[config.mk]
export PLATFORM = sky130hd
export DESIGN_NAME = guess_entry_ctrl
export DESIGN_NICKNAME = d
export VERILOG_FILES = /design/src/rtl/mastermind_pkg.sv /design/src/rtl/kb_press_filter.sv /design/src/rtl/guess_entry_ctrl.sv
export SDC_FILE = /design/constraint.sdc
export NUM_CORES = 1
export LEC_CHECK = 0
export ABC_AREA = 1
export BUFFER_PORTS_ARGS = -buffer_cell sky130_fd_sc_hd__clkbuf_2
export CAP_MARGIN = 40
export CELL_PAD_IN_SITES_DETAIL_PLACEMENT = 0
export CELL_PAD_IN_SITES_GLOBAL_PLACEMENT = 1
export CORE_UTILIZATION = 40
export CTS_BUF_LIST = sky130_fd_sc_hd__clkbuf_8
export DETAILED_ROUTE_END_ITERATION = 16
export GPL_TIMING_DRIVEN = 0
export PLACE_DENSITY = 0.76
export SLEW_MARGIN = 20
export SYNTH_ARGS = -nofsm -noshare
export SYNTH_HDL_FRONTEND = slang
export SYNTH_SLANG_ARGS = --single-unit
[constraint.sdc]
create_clock -name clk -period 3.63 [get_ports clk]
set_input_delay 0.726 -clock clk [delete_from_list [all_inputs] [get_ports clk]]
set_output_delay 0.726 -clock clk [all_outputs]
set_load 0.05 [all_outputs]
[src/rtl/mastermind_pkg.sv]
// Shared Mastermind constants: keyboard code map, colour width and entry FSM states.
package mastermind_pkg;

    localparam int unsigned COLOR_W = 3;

    localparam logic [4:0] KB_NONE      = 5'b00000;
    localparam logic [4:0] KB_SUBMIT    = 5'b10000;
    localparam logic [1:0] KB_COLOR_PFX = 2'b01;

    typedef enum logic [1:0] {
        StIdle,
        StEntry,
        StFull,
        StSubmit
    } entry_state_e;

    function automatic logic is_color(input logic [4:0] code);
        return code[4:3] == KB_COLOR_PFX;
    endfunction

    function automatic logic is_actionable(input logic [4:0] code);
        return is_color(code) || (code == KB_SUBMIT);
    endfunction

endpackage

[src/rtl/kb_press_filter.sv]
// Turns a held key code into a single press strobe once it has been stable long enough.
module kb_press_filter
    import mastermind_pkg::*;
#(
    parameter int unsigned STABLE_CYCLES = 16
) (
    input  logic       clk,
    input  logic       reset,
    input  logic [4:0] kb_code_i,
    output logic       press_o,
    output logic [4:0] code_o
);

    localparam int unsigned CntW = (STABLE_CYCLES > 1) ? $clog2(STABLE_CYCLES) : 1;
    localparam logic [CntW-1:0] CntMax = CntW'(STABLE_CYCLES - 1);

    logic [4:0]      cand_q, cand_d;
    logic [CntW-1:0] cnt_q, cnt_d;
    logic            fired_q, fired_d;

    always_comb begin
        cand_d  = cand_q;
        cnt_d   = cnt_q;
        fired_d = fired_q;
        if (kb_code_i != cand_q) begin
            cand_d  = kb_code_i;
            cnt_d   = '0;
            fired_d = 1'b0;
        end else if (cnt_q != CntMax) begin
            cnt_d = cnt_q + CntW'(1);
        end else if (!fired_q && (cand_q != KB_NONE)) begin
            fired_d = 1'b1;
        end
    end

    // Strobe is combinational so the consumer acts on the same edge that sets fired.
    assign press_o = (kb_code_i == cand_q) && (cnt_q == CntMax) && !fired_q
                     && is_actionable(cand_q);
    assign code_o  = cand_q;

    always_ff @(posedge clk) begin
        if (reset) begin
            cand_q  <= KB_NONE;
            cnt_q   <= '0;
            fired_q <= 1'b0;
        end else begin
            cand_q  <= cand_d;
            cnt_q   <= cnt_d;
            fired_q <= fired_d;
        end
    end

endmodule

[src/rtl/guess_entry_ctrl.sv]
// Collects debounced colour presses into a guess and offers it to the game FSM via valid/ready.
module guess_entry_ctrl
    import mastermind_pkg::*;
#(
    parameter int unsigned SLOTS         = 4,
    parameter int unsigned STABLE_CYCLES = 16
) (
    input  logic                     clk,
    input  logic                     reset,
    input  logic [4:0]               kb_code,
    input  logic                     turn_en,
    input  logic                     guess_ready,
    output logic [SLOTS*COLOR_W-1:0] guess,
    output logic [2:0]               slot_count,
    output logic                     guess_valid,
    output logic                     reject,
    output logic                     key_pulse
);

    localparam int unsigned GuessW = SLOTS * COLOR_W;

    logic       press;
    logic [4:0] press_code;
    logic       ev_color, ev_submit;

    kb_press_filter #(
        .STABLE_CYCLES(STABLE_CYCLES)
    ) u_filter (
        .clk      (clk),
        .reset    (reset),
        .kb_code_i(kb_code),
        .press_o  (press),
        .code_o   (press_code)
    );

    assign ev_color  = press && is_color(press_code);
    assign ev_submit = press && (press_code == KB_SUBMIT);

    entry_state_e      state_q, state_d;
    logic [GuessW-1:0] guess_q, guess_d;
    logic [2:0]        slot_cnt_q, slot_cnt_d;
    logic              reject_q, reject_d;
    logic              key_pulse_q, key_pulse_d;

    always_comb begin
        state_d     = state_q;
        guess_d     = guess_q;
        slot_cnt_d  = slot_cnt_q;
        reject_d    = 1'b0;
        key_pulse_d = 1'b0;
        unique case (state_q)
            StIdle: begin
                guess_d    = '0;
                slot_cnt_d = '0;
                if (turn_en) state_d = StEntry;
            end
            StEntry: begin
                if (!turn_en) begin
                    guess_d    = '0;
                    slot_cnt_d = '0;
                    state_d    = StIdle;
                end else if (ev_color) begin
                    for (int unsigned i = 0; i < SLOTS; i++) begin
                        if (slot_cnt_q == 3'(i)) begin
                            guess_d[i*COLOR_W +: COLOR_W] = press_code[COLOR_W-1:0];
                        end
                    end
                    slot_cnt_d  = slot_cnt_q + 3'd1;
                    key_pulse_d = 1'b1;
                    if (slot_cnt_q == 3'(SLOTS - 1)) state_d = StFull;
                end else if (ev_submit) begin
                    reject_d = 1'b1;
                end
            end
            StFull: begin
                if (!turn_en) begin
                    guess_d    = '0;
                    slot_cnt_d = '0;
                    state_d    = StIdle;
                end else if (ev_submit) begin
                    key_pulse_d = 1'b1;
                    state_d     = StSubmit;
                end else if (ev_color) begin
                    reject_d = 1'b1;
                end
            end
            StSubmit: begin
                // Offer is held regardless of turn_en until the game FSM takes it.
                if (guess_ready) begin
                    guess_d    = '0;
                    slot_cnt_d = '0;
                    state_d    = StIdle;
                end
            end
            default: begin
                guess_d    = '0;
                slot_cnt_d = '0;
                state_d    = StIdle;
            end
        endcase
    end

    always_ff @(posedge clk) begin
        if (reset) begin
            state_q     <= StIdle;
            guess_q     <= '0;
            slot_cnt_q  <= '0;
            reject_q    <= 1'b0;
            key_pulse_q <= 1'b0;
        end else begin
            state_q     <= state_d;
            guess_q     <= guess_d;
            slot_cnt_q  <= slot_cnt_d;
            reject_q    <= reject_d;
            key_pulse_q <= key_pulse_d;
        end
    end

    assign guess       = guess_q;
    assign slot_count  = slot_cnt_q;
    assign guess_valid = (state_q == StSubmit);
    assign reject      = reject_q;
    assign key_pulse   = key_pulse_q;

endmodule
==> results by stage <==
Global route:
- The maximum number of pins on one net before global-route repair is 11.
- The number of antenna violations at the first check in global routing is 0.
- The aggregate global routing overflow is 0.
- For this run, the total global-route usage over all layers was measured as between 15 and 20%.
- The first-pass GRT wire length is 5.46 mm.
- The number of global-route vias before repair was 1242.

CTS:
- The CTS buffer count is 5.
- In this run, post-CTS repair resized a total of 0 instances.
- After clock tree synthesis, the setup repair step added 0 buffers.
- The H-tree depth is 2.
- Hold repair after CTS inserted 0 buffers.
- The TritonCTS clock tree is yes.
- The tree is rooted in a clkbuf_8.
- The clock latency reported for the late side of the worst-skew pair is roughly 280 ps.
- The clock drives 29 sinks.
- No sink is reached through more buffers than the 2 on the longest clock path.
- After clock tree synthesis, the clock-pin slew on the worst setup and hold paths is 70 ps.

Layout:
- The final core area utilization is ~52%.
- The finished cells cover around 2000 sq um.
- After the last flow step, the layout net total stands at approximately 280.
- Leaving out filler cells and counting taps, the final layout contains approximately 310.
- The antenna diode count is 0.
- In the final layout, the share of cells above drive strength 1 is 22.3%.
- Relative to the synthesized area, the layout overhead comes to 19.7%.

Critical path:
- Following the worst setup path forward leads to its endpoint at guess[0]$_SDFFE_PP0P_.
- The worst register-to-register path ends at guess[0]$_SDFFE_PP0P_.
- The critical path is of the reg2reg type.
- The type of element capturing the critical path is a register.
- Tracing the worst setup path back leads to its startpoint at state_q[0]$_SDFFE_PP0P_.
- The arrival time of data at the critical path endpoint is ~2000 ps.
- The startpoint identified for the worst register-to-register timing path is state_q[0]$_SDFFE_PP0P_.
- The peak fanout along the critical path is 6.
- The data required time at the worst endpoint is roughly 3800 ps.
- In this run the register-to-register setup slack is around 1800 ps.
- The worst setup path is launched from a register.
- For the worst flop-to-flop path, the logic depth is 8.

Timing:
- For the pin with the worst max-slew slack, the measured transition is approximately 470 ps.
- The period utilization is 51.2%.
- Timing would allow up to roughly 540 MHz.
- Setup repair after global routing left no endpoint under its margin.
- The setup clock skew after layout is about 5.1 ps.
- The number of slew-limit violations in the final report is 0.
- The final number of hold-violating endpoints is 0.
- The final-report setup violation count is 0.
- The smallest clock period supported by the final layout is computed as approximately 1900 ps.
- In this run the tightest slew margin relative to its limit is between 60% and 70%.
- Adding up every negative setup slack in the final design gives 0 ps.

Place:
- The congestion estimate from routability-driven global placement came to between 0.7 and 0.8.
- The count of input and output buffers is 26.
- The final HPWL from detailed placement is between 2 and 2.5 mm.
- The total instance count after detailed placement is 305.
- In this run the cell area measured after placement is between 1500 and 2000 sq um.

Yosys:
- The share of synthesized area in the top cell type comes to between 30 and 40%.
- The number of unique standard cell types used by synthesis is 30.
- After synthesis the cells add up to approximately 1600 sq um.
- The number of enable-type register cells in the synthesized netlist is 0.
- After synthesis, the share of flip-flops with an asynchronous set or reset is 0%.
- The post-synthesis sequential element count is 29.
- The part of the Yosys area used for sequential elements is approximately 35%.
- Yosys printed 0 warnings.
- Synthesis produced around 230 cells.
- Summed over all instances, the cell type with the most area after synthesis is dfxtp_1.
- The post-synth net total is 251.
- Averaged over all synthesized cells, the footprint is approximately 7.1 sq um.
- The flip-flop cell with the highest count after synthesis is dfxtp_1.
- After synthesis, the cell types taking the most area are dfxtp_1 (35%), nand2_1 (14%), nor2_1 (10%).

Routing:
- For this run, the detailed router's first-pass iteration total came to 4.
- The average via count per standard cell is approximately 4.3.
- The residual antenna-violating net count after detailed routing is 0.
- The number of vias after detailed routing is between 1k and 1.5k.
- The number of violations reported at the end of detailed-routing iteration 0 is 41.
- For this block, the routed nets add up to 3.17 mm of wire.
- After detailed routing, the number of remaining DRC violations is 0.
- Dividing the detail-routed wire length by the instance count gives a little over 10 microns.

Pwr:
- The peak supply drop is between 0.0003 and 0.0004 V.
- The leakage power of the design is ~1.0 nW.
- The areal power density over the cells is about 840 nW/um^2.

Run status:
- The flow ran to the end, and the final reports show no timing, DRC or antenna violations.

Die:
- The die covers about 4400 sq um.
- The die is around 66 microns wide.
- The placeable core region is ~3800 sq um.
- The count of pins on the block boundary is 27.
- The die span in y is 66.1 microns.
- The placement row count is 22.
- The starting density of the core is a little over two fifths.

Hold path:
- The startpoint identified for the worst hold timing path is slot_count[2]$_SDFFE_PP0P_.
- In this run the worst hold path is classified as reg2reg.

Job:
- The number of max-capacitance violations reported is 0.
## Yosys cell counts, types with 2 or more instances
cell and number:
or2_2 2, nand3_1 3, nand3_4 3, nor2_2 3, inv_2 4, nand3_2 2
inv_1 37, nand2_8 2, nor2_1 45, nand4_1 2, ha_1 11, dfxtp_1 29
o21ai_1 4, a21oi_1 7, nand2_1 60, nand2_2 3
## worst min path at each step
| stage | to | slack (ps) | cells after the start |
|---|---|---|---|
| after CTS | u_filter.cnt_q[1]$_SDFFE_PP0P_ | 500 | 2 |
| after floorplan | u_filter.fired_q$_SDFFE_PP0P_ | 450 | 2 |
| after global routing | u_filter.cnt_q[2]$_SDFFE_PP0P_ | 540 | 2 |
| after detailed placement | u_filter.cnt_q[1]$_SDFFE_PP0P_ | 490 | 2 |
| after global placement | u_filter.fired_q$_SDFFE_PP0P_ | 470 | 2 |
| final | slot_count[2]$_SDFFE_PP0P_ | 500 | 2 |
## stage by stage
stage | hold slack [ps] | total power [W] | setup WS, ps
detailed placement | 486 | 0.00126 | 1640
global route | 535 | 0.00178 | 1580
CTS | 496 | 0.00167 | 1740
floorplan | 452 | 0.00111 | 1880
finish | 496 | 0.00164 | 1770
global placement | 470 | 0.00125 | 1630
## critical path, cell delays in order, from the launching register on
cell and delay [ps]:
dfxtp_1 380, inv_1 100, ha_1 250, nand2_1 80
inv_1 140, nor2_2 440, nand3_4 170, o21ai_1 160
nor2_1 50
## final cells by class
class,instances,area [sq um]
Multi-Input combinational cell,158,888
Tap cell,48,60.1
Timing Repair Buffer,26,130
Clock buffer,5,68.8
Inverter,43,166
Sequential cell,29,581
Clock inverter,3,65.1
Fill cell,401,1830
Buffer,1,7.51
## report_power, final
| group | internal, W | leakage (nW) | switching [W] |
|---|---|---|---|
| Clock | 0.000273 | 0.0681 | 0.000129 |
| Combinational | 0.000236 | 0.693 | 0.000561 |
| Sequential | 0.000396 | 0.237 | 0.0000491 |
| Total | 0.000904 | 0.999 | 0.000739 |
## layer usage
metal	GRT usage [%]	vias to the layer above	wire length, microns
li1	-	757	-
met2	28.4	22	1470
met4	5.59	0	42
met5	0	-	0
met1	19.8	567	1540
met3	4.31	4	110
## state kept, by name, indices dropped and copies added (netlist names)
register	flops
key_pulse	1
reject	1
guess	12
slot_count	3
state_q	2
u_filter.code_o	5
u_filter.fired_q	1
u_filter.cnt_q	4
## logic make-up (layout without fill, tap and decap cells)
logic type,after synthesis,in the layout,synth area share (%)
flops,29,29,35.3
xor+xnor,1,1,0.533
buf+inv,44,78,10.6
compound gates,15,15,5.10
fa+ha+maj,11,11,8.38
simple gates,131,131,40.1
## cells in the final DEF, fill, tap and decap left out, types with 2 or more instances in the layout
master     count
a21oi_1        7
nand4_1        2
nor2_1        45
bufinv_16      2
ha_1          11
nand2_8        2
nand3_2        2
clkbuf_2      26
nand2_2        3
clkbuf_8       5
inv_2          4
inv_1         37
o21ai_1        4
or2_2          2
nand3_1        3
nand2_1       60
nor2_2         3
dfxtp_1       29
nand3_4        3
Note: power is estimated with default switching activity, not from simulation.
